### config.mk
export PLATFORM = sky130hd
export DESIGN_NAME = k2_prog_loader
export DESIGN_NICKNAME = d
export VERILOG_FILES = /design/src/rtl/k2_prog_loader.sv
export SDC_FILE = /design/constraint.sdc
export NUM_CORES = 1
export LEC_CHECK = 0
export CAP_MARGIN = 20
export CORE_UTILIZATION = 53
export CTS_CLUSTER_SIZE = 12
export DETAILED_ROUTE_END_ITERATION = 7
export GPL_TIMING_DRIVEN = 0
export PLACE_DENSITY = 0.78
export REMOVE_ABC_BUFFERS = 1
export SLEW_MARGIN = 10
export SYNTH_ARGS = -nofsm -noshare
export SYNTH_HDL_FRONTEND = slang
export SYNTH_SLANG_ARGS = --single-unit
### constraint.sdc
create_clock -name clk -period 2.5 [get_ports clk]
set_clock_uncertainty 0.2 [all_clocks]
set_input_delay 0.5 -clock clk [delete_from_list [all_inputs] [get_ports clk]]
set_output_delay 0.5 -clock clk [all_outputs]
set_load 0.005 [all_outputs]
### src/rtl/k2_prog_loader.sv
// Program loader: accepts a length-prefixed byte stream into instruction memory,
// then releases the CPU. Define K2_LOADER_CHECKSUM_EN to require a trailing checksum byte.
module k2_prog_loader #(
  parameter int DEPTH = 16
) (
  input  logic       clk,
  input  logic       reset_n,
  input  logic       start,
  input  logic       in_valid,
  input  logic [7:0] in_data,
  output logic       in_ready,
  input  logic [7:0] cpu_addr,
  output logic [7:0] cpu_instr,
  output logic       cpu_reset_n,
  output logic       busy,
  output logic       done,
  output logic       error,
  output logic [2:0] dbg_state
);

  localparam int         AW     = (DEPTH > 1) ? $clog2(DEPTH) : 1;
  localparam logic [8:0] DEPTH9 = 9'(DEPTH);

  // Byte stream handshake: a byte moves on a rising edge where in_valid and
  // in_ready are both 1; in_ready depends only on state, never on in_valid.
  typedef enum logic [2:0] {
    S_IDLE = 3'd0,
    S_HDR  = 3'd1,
    S_LOAD = 3'd2,
`ifdef K2_LOADER_CHECKSUM_EN
    S_CHK  = 3'd3,
`endif
    S_RUN  = 3'd4,
    S_ERR  = 3'd5
  } state_t;

  state_t     state_q, state_d;
  logic [7:0] count_q, count_d;
  logic [7:0] addr_q, addr_d;
  logic [7:0] mem_q [DEPTH];
  logic       cpu_reset_n_q;
  logic       we;
  logic       xfer;
  logic       loading;
`ifdef K2_LOADER_CHECKSUM_EN
  logic [7:0] sum_q, sum_d;
`endif

  always_comb begin
    loading = 1'b0;
    case (state_q)
      S_HDR, S_LOAD: loading = 1'b1;
`ifdef K2_LOADER_CHECKSUM_EN
      S_CHK:         loading = 1'b1;
`endif
      default:       loading = 1'b0;
    endcase
  end

  assign xfer = in_valid & loading;

  always_comb begin
    state_d = state_q;
    count_d = count_q;
    addr_d  = addr_q;
    we      = 1'b0;
`ifdef K2_LOADER_CHECKSUM_EN
    sum_d   = sum_q;
`endif
    case (state_q)
      S_IDLE, S_RUN, S_ERR: begin
        if (start) state_d = S_HDR;
      end
      S_HDR: begin
        if (xfer) begin
          count_d = in_data;
          addr_d  = 8'd0;
`ifdef K2_LOADER_CHECKSUM_EN
          sum_d   = 8'd0;
`endif
          if (in_data == 8'd0 || {1'b0, in_data} > DEPTH9) state_d = S_ERR;
          else                                             state_d = S_LOAD;
        end
      end
      S_LOAD: begin
        if (xfer) begin
          we     = 1'b1;
          addr_d = addr_q + 8'd1;
`ifdef K2_LOADER_CHECKSUM_EN
          sum_d  = sum_q + in_data;
          if (addr_q == count_q - 8'd1) state_d = S_CHK;
`else
          if (addr_q == count_q - 8'd1) state_d = S_RUN;
`endif
        end
      end
`ifdef K2_LOADER_CHECKSUM_EN
      S_CHK: begin
        if (xfer) begin
          if (8'(sum_q + in_data) == 8'd0) state_d = S_RUN;
          else                             state_d = S_ERR;
        end
      end
`endif
      default: state_d = S_IDLE;
    endcase
  end

  always_ff @(posedge clk or negedge reset_n) begin
    if (!reset_n) begin
      state_q       <= S_IDLE;
      count_q       <= 8'd0;
      addr_q        <= 8'd0;
      cpu_reset_n_q <= 1'b0;
    end else begin
      state_q       <= state_d;
      count_q       <= count_d;
      addr_q        <= addr_d;
      // Registered from next state so the CPU reset tracks RUN exactly.
      cpu_reset_n_q <= (state_d == S_RUN);
    end
  end

`ifdef K2_LOADER_CHECKSUM_EN
  always_ff @(posedge clk or negedge reset_n) begin
    if (!reset_n) sum_q <= 8'd0;
    else          sum_q <= sum_d;
  end
`endif

  always_ff @(posedge clk or negedge reset_n) begin
    if (!reset_n) begin
      for (int i = 0; i < DEPTH; i++) mem_q[i] <= 8'h00;
    end else if (we) begin
      mem_q[addr_q[AW-1:0]] <= in_data;
    end
  end

  assign cpu_instr   = ({1'b0, cpu_addr} < DEPTH9) ? mem_q[cpu_addr[AW-1:0]] : 8'h00;
  assign in_ready    = loading;
  assign busy        = loading;
  assign done        = (state_q == S_RUN);
  assign error       = (state_q == S_ERR);
  assign cpu_reset_n = cpu_reset_n_q;
  assign dbg_state   = state_q;

endmodule
# == Word level (Yosys, flattened, before mapping) ==
# Index checks and enable logic that the tools add are counted.
# op_classes
addsub,2
n_lt_le_gt_ge,5
eq_ne,8
mux,19
n_bitwise,3
reduce_logical,9
# op_table
op,count
$bwmux 128,1
$mux 8,6
$bmux 8 s4,1
$demux 8 s4,1
$pmux 8 s2,1
$mux 3,5
$ge 5x5->1 const B,2
$not 4->5,2
$eq 3x3->1 const B,3
$pmux 3 s3,1
$add 8x1->8 const B,1
$eq 8x8->1,1
$gt 8x5->1 const B,1
$logic_not 8->1,1
$lt 8x5->1 const B,1
$sub 8x1->8 const B,1
$lt 5x1->1 const B,1
$ne 2x2->1 const B,2
$eq 3x1->1 const B,1
$eq 3x2->1 const B,1
$logic_not 3->1,1
$mux 1,3
$reduce_and 3->1,1
$reduce_or 3->1,1
6 further kinds,6
# word_totals
register_bits,148
output_inout_bits,16

# == Depth between registers and ports, before layout ==
# Gate-level depths: netlist of run 1.
# depth
depth_word,7
mapped_depth,8
mapped_depth_nobuf,8

# == Worst setup path after synthesis of run 1 ==
# No wires, ideal clock.
# synth_path
path_kind,input port to output port
startpoint,input port cpu_addr[0]
endpoint,output port cpu_instr[0]
arrival_time_ns,1.957
required_ns,1.800
setup_slack_ns,-0.157
path_stages,5
path_buffers,2
path_cell_list,buf_2 buf_4 mux4_2 mux4_2 nor2b_1
# synth_between
elab_chain_cells,5
elab_cells_between_ends,6
cone_classes,1 x order compare; 4 x mux; 1 x bitwise
# synth_lines
item,line,source
"start, declared",12,"input logic [7:0] cpu_addr,"
$not 4->5 (implied by the code),139,"assign cpu_instr = ({1'b0, cpu_addr} < DEPTH9) ? mem_q[cpu_addr[AW-1:0]] : 8'h00;"
$bmux 8 s4,139,
$mux 8 (implied by the code) (2 in a row),139,
$mux 8 (*),139,
"end, declared",13,"output logic [7:0] cpu_instr,"
# Mark *: on every way between the ends. The rest lies on a longest branch, timed or not. The select of a mux whose other input is x is not followed.

# == Worst setup path after layout of run 1 ==
# layout_path
startpoint,input port cpu_addr[0]
endpoint,output port cpu_instr[6]
# Same word-level chain as after synthesis.

==> impl_metrics.py, run 1 <==
metrics = {
    "outcome": {
        "outcome": "complete, but fails checks",
        "violations": "setup timing",
    },
    "grt": {
        "grt_max_degree": 94,
        "grt_pass1_vias": 4688,
        "antenna_found_initial": 0,
        "overflow": 0,
        "grt_use_total_pct": 24.87,
        "grt_pass1_wl_um": 25900,
    },
    "routing": {
        "drtIter0Drc": 220,
        "antenna_left": 0,
        "wl_um": 15770,
        "vias": 4393,
        "drtPass1Iterations": 4,
        "vias_per_cell": 6.018,
        "drc": 0,
        "wl_per_cell_um": 21.61,
    },
    "timing": {
        "finalCriticalPeriod_ps": 2870,
        "layout_setup_ws_ps": -370.3,
        "setup_viol": 8,
        "hold_viol_final": 0,
        "setup-tns-final_ps": -2525,
        "fin_crit_sh_pct": 114.8,
        "maxSlewHeadroom_pct": 42.37,
        "fmax_ghz": 0.3484,
        "maxSlewViolCount": 0,
        "worst_slew_pin_slew_ps": 861.2,
        "whs_ps": 284.6,
        "rsz0062_at_grt": "yes",
    },
    "logic_synthesis": {
        "syn_area_um2": 7116,
        "synth_fa_ha_area_share_pct": 0.8792,
        "synth_enable_flop_cells": 0,
        "ys.flop_type": "dfrtp_1",
        "syn_area_per_cell_um2": 14.43,
        "synth-simple-area-share_pct": 6.823,
        "syn_inst": 493,
        "synth_cell_types": 45,
        "synth_top_family_by_area": "multiplexers",
        "yosys_warnings": 0,
        "synth_mux_area_share_pct": 33.55,
        "synth_compound_area_share_pct": 3.112,
        "synth_xor_area_share_pct": 0.9847,
        "yosysSeqAreaShare_pct": 52.05,
        "ys_async_sr_fraction_pct": 100.0,
        "synth_seq_cells": 148,
    },
    "floorplanning": {
        "die_h_um": 117.9,
        "fp.dieArea_um2": 13890,
        "rows": 41,
        "start_util_pct": 55.26,
        "core_um2": 12880,
        "die_x_um": 117.9,
        "io_pins": 36,
    },
    "setup_path": {
        "slowest_stage": "mux4_2",
        "setup.worst_path.end_class": "output port",
        "cpPeakStageDelay_ps": 530,
        "crit_arrival_ps": 2170,
        "crit_family": "multiplexers",
        "startpoint_type": "primary input",
        "path_class": "in2out",
        "cpMostUsedCell": "mux4_2",
        "path_max_fanout": 7,
        "cp.buffers_inverters": 4,
        "critical_path.cell_chain": "buf_16, buf_12, buf_6, mux4_2, mux4_2, nor2b_4, buf_2",
        "worstPathRequired_ps": 1800,
    },
    "clock_network": {
        "cts_max_level": 4,
        "clkTransAtPathRegs_ps": 60,
        "cts_tree": "built",
        "numClockSinks": 148,
        "cts_buffers": 17,
        "cts_root_buffer": "clkbuf_16",
        "worstSkewPairLatency_ps": 420,
        "clock_path_buffers": 2,
    },
    "finish": {
        "final_cell_mix": "dfrtp_1 (146), mux2_2 (128), mux4_2 (40)",
        "drive_gt1_share_pct": 48.39,
        "fin_util_pct": 66.03,
        "fin_nets": 570,
        "instances_no_fill": 730,
        "areaGrowthSynthToFinish_pct": 19.48,
        "insertedDiodeCount": 0,
        "final_common_cell": "dfrtp_1",
    },
    "power": {
        "powerDensity_nw_per_um2": 668.9,
        "total_leakage_power_uw": 0.004025,
        "vdd_drop_max_mv": 0.4767,
    },
    "flow_run": {
        "maxCapViolCount": 0,
    },
    "placed_design": {
        "gp_routability_congestion": 0.7806,
        "numPlacedInstances": 672,
        "dp_hpwl_um": 9652,
        "pre_cts_slack_ps": -1071,
        "numPortBuffers": 35,
    },
    "hold_path": {
        "hp-class": "reg2reg",
    },
}
[worst paths after layout]
kind,cells past startpoint,endpoint,start,slack [ps]
max in group asynchronous,3,mem_q[53],reset_n,850
min in group asynchronous,2,mem_q[95],reset_n,410
max reg2reg,6,dbg_state[1],count_q[0],170
max,7,cpu_instr[6],cpu_addr[0],-370
min reg2reg,1,mem_q[69],mem_q[69],280
min,1,mem_q[69],mem_q[69],280
[metrics by stage]
step	area, um2	power, uW
2_1_floorplan	6960	2776
3_3_place_gp	7526	3001
3_5_place_dp	7585	3028
4_1_cts	8468	5723
5_1_grt	8502	5876
6_report	8502	5687
[synthesized netlist by cell type (8+ instances only)]
library cell | count | share of area [%]
buf_4 | 8 | 0.84
dfrtp_1 | 148 | 52
nor2b_1 | 10 | 0.88
mux4_2 | 40 | 13
clkbuf_1 | 11 | 0.58
mux2_2 | 128 | 20
nand2_2 | 12 | 1.1
nor2_1 | 8 | 0.42
o21ai_0 | 14 | 0.98
nand2_1 | 15 | 0.79
a21oi_1 | 8 | 0.56
inv_1 | 8 | 0.42
nand3_1 | 8 | 0.56
[worst reg2reg max path, stage by stage (launching register included)]
cell and delay (ps):
dfrtp_1 420, nor3_1 360, nand2_1 120, or4_1 470
a211oi_1 380, a21o_1 180, a21oi_1 60
[timing repair]
action	4_1_cts	5_1_grt
gates resized for setup	61	8
setup endpoints to repair	48	110
cloned	3	0
setup buffers	18	5
hold buffers	1	0
pin swaps	1	1
hold endpoints to repair	55	0
[area by class of cell]
class                           instances  area, um2
Timing Repair Buffer                   64      649.4
Fill cell                             905       4374
Sequential cell                       148       3706
Tap cell                              172      215.2
Inverter                                8      30.03
Clock buffer                           21      470.5
Multi-Input combinational cell        306       3279
Clock inverter                         11      151.4
[registers in the layout (all words and copies together) (netlist names)]
name,flops
count_q,8
dbg_state,3
cpu_reset_n,1
mem_q,128
addr_q,8
[per-layer routing]
layer	wire, um	up-vias	share of wire [%]	track usage, %
met5	0	-	0	0
met2	7804	104	49	39.49
met3	605	30	3.8	4.651
met1	6995	2337	44	33.73
met4	368	0	2.3	10.58
li1	-	1922	-	-
[where the power goes]
group / switching, uW / internal (uW)
logic: 288 / 250
clock network: 988 / 1650
registers: 60.1 / 2450
[logic make-up (layout without fill, tap and decap cells)]
| kind of cell | count (synthesis) | in the layout |
|---|---|---|
| buf+inv | 39 | 104 |
| fa+ha+maj | 5 | 5 |
| xor+xnor | 8 | 8 |
| flops | 148 | 148 |
| mux | 172 | 172 |
| compound gates | 36 | 36 |
| simple gates | 85 | 85 |
No activity file was read; power rests on OpenSTA's default activity.
==> run 2, diff against run 1 <==
Settings changed: ABC_AREA set to 1, GPL_TIMING_DRIVEN 0 to unset.
==> run 2 against run 1 <==
The run still ends with setup timing left. Combinational power rose by 100%. Synthesized cell count rose by 69%. Sequential share of layout area fell by 0.81 points. Non-clock buffer count rose by 23. Fmax rose by 14%. Count of clock-buffer cells in the layout rose by 2. Clock power fell by 7%. Largest power group is now registers.
==> impl_metrics.py, run 2 <==
metrics = {
    "routing": {
        "wl_um": 19970,
        "vias_per_cell": 6.006,
        "antenna_left": 0,
        "drc": 0,
        "drtPass1Iterations": 6,
        "drtIter0Drc": 829,
        "vias": 6450,
        "wl_per_cell_um": 18.60,
    },
    "setup_path": {
        "setup.worst_path.end_class": "output port",
        "reg2regPathDepth": 8,
        "startpoint_type": "primary input",
        "regToRegEndpoint": "cpu_reset_n",
        "rr_startpoint": "count_q[0]",
        "cpPeakStageDelay_ps": 430,
        "slowest_stage": "clkdlybuf4s50_1",
        "cp-startpoint": "cpu_addr[3]",
        "crit_arrival_ps": 1810,
        "path_max_fanout": 8,
        "endpoint": "cpu_instr[6]",
        "path_class": "in2out",
        "worstPathRequired_ps": 1800,
        "r2r_slack_ps": 460,
        "critical_path.cell_chain": "clkdlybuf4s50_1, inv_1, nand3_1, a21oi_2, dlygate4sd2_1",
    },
    "placed_design": {
        "numPortBuffers": 35,
        "gp_routability_congestion": 0.8888,
        "dp_hpwl_um": 12430,
        "numPlacedInstances": 1035,
    },
    "finish": {
        "insertedDiodeCount": 0,
        "fin_nets": 914,
        "final_cell_mix": "o21ai_0 (192), nand2_1 (178), dfrtp_1 (147)",
        "fill_cells": 1033,
        "instances_no_fill": 1074,
        "largest_reg_flops": 128,
        "drive_gt1_share_pct": 15.70,
        "top_register": "mem_q",
        "final_common_cell": "o21ai_0",
        "reg.largest.list": "mem_q x128, addr_q x8, count_q x8",
        "areaGrowthSynthToFinish_pct": 19.68,
    },
    "hold_path": {
        "min_from": "mem_q[49]",
        "hp-class": "reg2reg",
    },
    "timing": {
        "whs_ps": 279.1,
        "fin_crit_sh_pct": 100.5,
        "maxSlewHeadroom_pct": 62.57,
        "maxSlewViolCount": 0,
        "hold_viol_final": 0,
        "setup_viol": 1,
        "finalCriticalPeriod_ps": 2513,
        "fmax_ghz": 0.3979,
        "layout_setup_ws_ps": -12.93,
        "worst_slew_pin_slew_ps": 561.4,
    },
    "floorplanning": {
        "start_util_pct": 54.42,
        "io_pins": 36,
        "core_um2": 13300,
        "fp.dieArea_um2": 14120,
        "die_h_um": 118.8,
        "rows": 42,
        "die_x_um": 118.8,
    },
    "power": {
        "p_comb_share_pct": 17.8,
        "p_sw_uw": 1698,
        "internal-power_uw": 4461,
        "total_leakage_power_uw": 0.003963,
        "vdd_drop_max_mv": 0.6103,
        "seqPwrFrac_pct": 42.2,
        "p_clk_share_pct": 40.0,
        "powerDensity_nw_per_um2": 711.2,
        "netSwitchingFraction_pct": 27.56,
    },
    "logic_synthesis": {
        "synthTopCellsByCount": "o21ai_0 (193), nand2_1 (178), dfrtp_1 (148)",
        "syn_area_um2": 7236,
        "syn_inst": 835,
        "yosysSeqAreaShare_pct": 51.18,
        "synth_cell_types": 31,
        "ys_async_sr_fraction_pct": 100.0,
        "synth_top_area_cell": "dfrtp_1",
        "yosys_warnings": 0,
        "syn_area_per_cell_um2": 8.665,
        "synth_seq_cells": 148,
        "netlist_top_cells_area": "dfrtp_1 (51%), o21ai_0 (13%), nand2_1 (9.2%)",
        "synth_enable_flop_cells": 0,
        "ys.flop_type": "dfrtp_1",
        "synth_top_cell_area_share_pct": 51.18,
        "synth.most_common_cell": "o21ai_0",
    },
    "clock_network": {
        "cts_max_level": 4,
        "numClockSinks": 148,
        "worstSkewPairLatency_ps": 420,
        "cts_root_buffer": "clkbuf_16",
        "clock_path_buffers": 2,
        "clkTransAtPathRegs_ps": 60,
        "cts_tree": "built",
        "cts_buffers": 17,
    },
    "outcome": {
        "violations": "setup timing",
        "outcome": "complete, but fails checks",
    },
    "grt": {
        "grt_pass1_vias": 6507,
        "grt_pass1_wl_um": 32860,
        "grt_max_degree": 60,
        "overflow": 0,
        "antenna_found_initial": 0,
        "grt_use_total_pct": 30.29,
    },
    "flow_run": {
        "maxCapViolCount": 0,
    },
}
[run 2: changes by cell type after synthesis, moves of 14 or more]
cell | before | now
buf_6 | 0 | 14
mux4_2 | 40 | 0
mux2_2 | 128 | 0
nor2_1 | 8 | 81
inv_1 | 8 | 39
nand2_1 | 15 | 178
o21ai_0 | 14 | 193
o21ai_2 | 0 | 15
nand3_1 | 8 | 25
clkbuf_1 | 11 | 27
o221ai_1 | 0 | 24
[run 2: repair_timing]
| action | 4_1_cts | 5_1_grt |
|---|---|---|
| gates resized for setup | 64 | 15 |
| endpoints found under the setup margin | 8 | 10 |
| hold buffers | 1 | 0 |
| gates cloned | 3 | 1 |
| pin swaps | 9 | 9 |
| buffers inserted | 7 | 0 |
| endpoints found under the hold margin | 53 | 0 |
[run 2: per-layer routing]
layer  GRT usage [%]  routed length (um)  vias to the layer above
li1                -                   -                     2949
met1           37.92                8119                     3102
met2           49.82                9486                      324
met3           7.232                1578                       75
met4           13.84                 789                        0
met5               0                   0                        -
[run 2: critical path, delay by kind of cell]
family,cells,cell delay [ps]
and+or+nand+nor,1,210
buffers and inverters,3,920
AOI/OAI and AO/OA,1,180
[run 2: power groups by stage]
stage / combinational (uW) / sequential, uW / clock, uW
final: 1100 / 2600 / 2460
after global routing: 1230 / 2620 / 2570
after CTS: 1080 / 2600 / 2470
after detailed placement: 1020 / 2640 / 0
after global placement: 991 / 2630 / 0
after floorplan: 573 / 2620 / 0
[run 2: logic make-up (layout without fill, tap and decap cells)]
logic type / count (synthesis) / in the layout / share of synthesized area [%]
and+or+nand+nor: 309 / 309 / 19.40
AOI/OAI and AO/OA: 274 / 274 / 21.43
DFF: 148 / 148 / 51.18
buffers and inverters: 95 / 158 / 6.640
adders and majority gates: 5 / 5 / 0.8646
xor gates and xnor gates: 4 / 4 / 0.4843
[run 2: worst min-delay path by stage]
stage / cells past startpoint / slack (ps) / end
after floorplan: 0 / 4 / addr_q[0]
after global placement: 2 / 260 / mem_q[49]
after detailed placement: 2 / 270 / mem_q[73]
after CTS: 2 / 280 / mem_q[73]
after global routing: 2 / 300 / mem_q[51]
final: 2 / 280 / mem_q[49]
[run 2: metrics by stage]
step	area [um2]	utilization [%]	TNS [ps]	worst slack (ps)	power, uW
after floorplan	6919	-	0	277.2	3189
after global placement	7869	59.19	-5170	-668.3	3625
after detailed placement	7869	59.19	-5166	-681.3	3651
after CTS	8608	64.75	0	5.886	6147
after global routing	8660	65.13	-43.58	-43.58	6416
final	8660	65.13	-12.93	-12.93	6159
[run 2: layout make-up]
| type | count | area [um2] | share of cell area (%) |
|---|---|---|---|
| clock buffers | 23 | 478.0 | 5.519 |
| flip-flops and latches | 148 | 3705 | 42.78 |
| inverters | 43 | 176.4 | 2.037 |
| repair buffers | 87 | 880.8 | 10.17 |
| clock inverters | 5 | 77.57 | 0.8958 |
| well taps | 176 | 220.2 | 2.543 |
| multi-input cells | 592 | 3122 | 36.05 |
==> run 3, diff against run 2 <==
Settings changed: CELL_PAD_IN_SITES_DETAIL_PLACEMENT set to 0, CELL_PAD_IN_SITES_GLOBAL_PLACEMENT set to 1, CORE_UTILIZATION 53 to 42, CTS_CLUSTER_SIZE 12 to 28, PLACE_DENSITY 0.78 to 0.8.
==> run 3 against run 2 <==
Sequential cell count stayed put. Count of clock-buffer cells in the layout is 5 lower. Sequential share of layout area is 1.5 points lower. Register-to-register slack worse by 30 ps. Global-route usage is 6.0 points lower. Critical path depth stayed put. The run now ends clean. Core utilization is 11 points lower. Clock power is 11% higher. Die area is 26% higher. Highest routed layer unchanged. Critical endpoint is now cpu_instr[4]. Combinational power hardly changed. Wire length is 0.52% lower. Worst hold slack better by 1.8 ps.
==> impl_metrics.py, run 3 (synthesis gave the netlist of run 2 again) <==
metrics = {
    "outcome": {
        "outcome": "finished clean",
    },
    "finish": {
        "fin_nets": 924,
        "drive_gt1_share_pct": 17.32,
        "reg.largest.list": "mem_q x128, addr_q x8, count_q x8",
        "final_common_cell": "o21ai_0",
        "insertedDiodeCount": 0,
        "largest_reg_flops": 128,
        "top_register": "mem_q",
        "areaGrowthSynthToFinish_pct": 23.98,
        "final_cell_mix": "o21ai_0 (187), nand2_1 (178), dfrtp_1 (148)",
    },
    "clock_network": {
        "cts_max_level": 4,
        "cts_root_buffer": "clkbuf_16",
        "clock_path_buffers": 2,
        "worstSkewPairLatency_ps": 430,
        "numClockSinks": 148,
        "cts_buffers": 17,
        "cts_tree": "built",
        "clkTransAtPathRegs_ps": 60,
    },
    "placed_design": {
        "dp_hpwl_um": 12790,
        "gp_routability_congestion": 0.7882,
        "pre_cts_slack_ps": -789.9,
        "numPortBuffers": 35,
    },
    "routing": {
        "vias_per_cell": 5.393,
        "antenna_left": 0,
        "drc": 0,
        "drtIter0Drc": 466,
        "wl_per_cell_um": 17.55,
        "vias": 6105,
        "drtPass1Iterations": 5,
        "wl_um": 19870,
    },
    "floorplanning": {
        "start_util_pct": 43.32,
        "die_h_um": 133.3,
        "die_x_um": 133.3,
        "fp.dieArea_um2": 17760,
        "rows": 47,
        "io_pins": 36,
        "core_um2": 16700,
    },
    "power": {
        "internal-power_uw": 4652,
        "netSwitchingFraction_pct": 27.88,
        "vdd_drop_max_mv": 0.5371,
        "p_comb_share_pct": 17.5,
        "p_clk_share_pct": 42.4,
        "total_leakage_power_uw": 0.004065,
        "seqPwrFrac_pct": 40.1,
        "powerDensity_nw_per_um2": 719.0,
        "p_sw_uw": 1798,
    },
    "grt": {
        "overflow": 0,
        "grt_pass1_vias": 6119,
        "antenna_found_initial": 0,
        "grt_pass1_wl_um": 33110,
        "grt_use_total_pct": 24.34,
        "grt_max_degree": 53,
    },
    "setup_path": {
        "path_class": "in2out",
        "setup.worst_path.end_class": "output port",
        "slowest_stage": "or4_4",
        "startpoint_type": "primary input",
        "crit_arrival_ps": 1770,
        "worstPathRequired_ps": 1800,
        "cp-startpoint": "cpu_addr[5]",
        "cpPeakStageDelay_ps": 600,
        "rr_startpoint": "count_q[0]",
        "path_max_fanout": 4,
        "critical_path.cell_chain": "dlygate4sd2_1, or4_4, buf_6, a21oi_2, buf_2",
    },
    "timing": {
        "layout_setup_ws_ps": 30.03,
        "setup_viol": 0,
        "whs_ps": 280.9,
        "hold_viol_final": 0,
        "maxSlewHeadroom_pct": 63.81,
        "fin_crit_sh_pct": 98.80,
        "maxSlewViolCount": 0,
        "fmax_ghz": 0.4049,
        "worst_slew_pin_slew_ps": 542.9,
        "rsz0062_at_grt": "yes",
        "finalCriticalPeriod_ps": 2470,
    },
    "flow_run": {
        "maxCapViolCount": 0,
    },
    "hold_path": {
        "hp-class": "reg2reg",
        "min_from": "mem_q[86]",
    },
}
-- run 3: cell types whose count changed in the layout (fill, tap and decap cells not counted), moves of 4 or more --
cell | previous run | this run
clkinv_4 | 0 | 4
buf_12 | 7 | 13
o21ai_1 | 9 | 14
buf_4 | 35 | 40
o21ai_0 | 192 | 187
-- run 3: path summary, 6_finish.rpt --
kind                                     end  slack (ps)  cells past startpoint
min in group asynchronous          mem_q[22]         410                      2
max in group asynchronous          mem_q[73]        1020                      3
worst max-delay path            cpu_instr[4]          30                      5
worst min register to register     mem_q[86]         280                      2
worst max register to register   cpu_reset_n         430                      8
worst min-delay path               mem_q[86]         280                      2
-- run 3: metrics by stage --
| stage | setup TNS [ps] | utilization (%) | cells | power (uW) | cell area (um2) |
|---|---|---|---|---|---|
| after floorplan | 0 | - | 783 | 3189 | 6919 |
| after global placement | -5656 | 47.82 | 1084 | 3669 | 7986 |
| after detailed placement | -5742 | 47.82 | 1084 | 3675 | 7986 |
| after CTS | 0 | 53.21 | 1128 | 6461 | 8886 |
| after global routing | -10.33 | 53.72 | 1132 | 6738 | 8971 |
| final | 0 | 53.72 | 1132 | 6451 | 8971 |
-- run 3: per-layer routing --
metal / up-vias / track usage, % / part of all wire, %
li1: 2983 / - / -
met1: 2930 / 33.84 / 47
met2: 163 / 37.67 / 45
met3: 29 / 4.985 / 5.6
met4: 0 / 8.649 / 1.9
met5: - / 0 / 0
-- run 3: cell type report --
type | count | area [um2]
fill | 1572 | 7730
sequential | 148 | 3704
multi-input combinational | 592 | 3127
timing repair buffer | 97 | 1050
clock buffer | 18 | 429.2
tap | 220 | 275.3
clock inverter | 14 | 202.7
inverter | 43 | 183.9
-- run 3: power by group through the flow --
stage / Clock [uW] / Combinational [uW] / Sequential (uW)
CTS: 2760 / 1120 / 2580
detailed placement: 0 / 1040 / 2630
global placement: 0 / 1040 / 2630
global route: 2860 / 1270 / 2600
finish: 2740 / 1130 / 2580
floorplan: 0 / 573 / 2620
-- run 3: repair_timing --
item                       CTS  global route
gates resized for setup     66            21
setup endpoints to repair   10             8
hold buffers                 1             0
buffers inserted             7             4
hold endpoints to repair    49             0
pin swaps                   20            26
cloned                       4             1
-- run 3: critical path: cells and delay by family --
kind,cells,cell delay [ps]
AOI/OAI and AO/OA,1,130
buffers and inverters,3,530
and+or+nand+nor,1,600
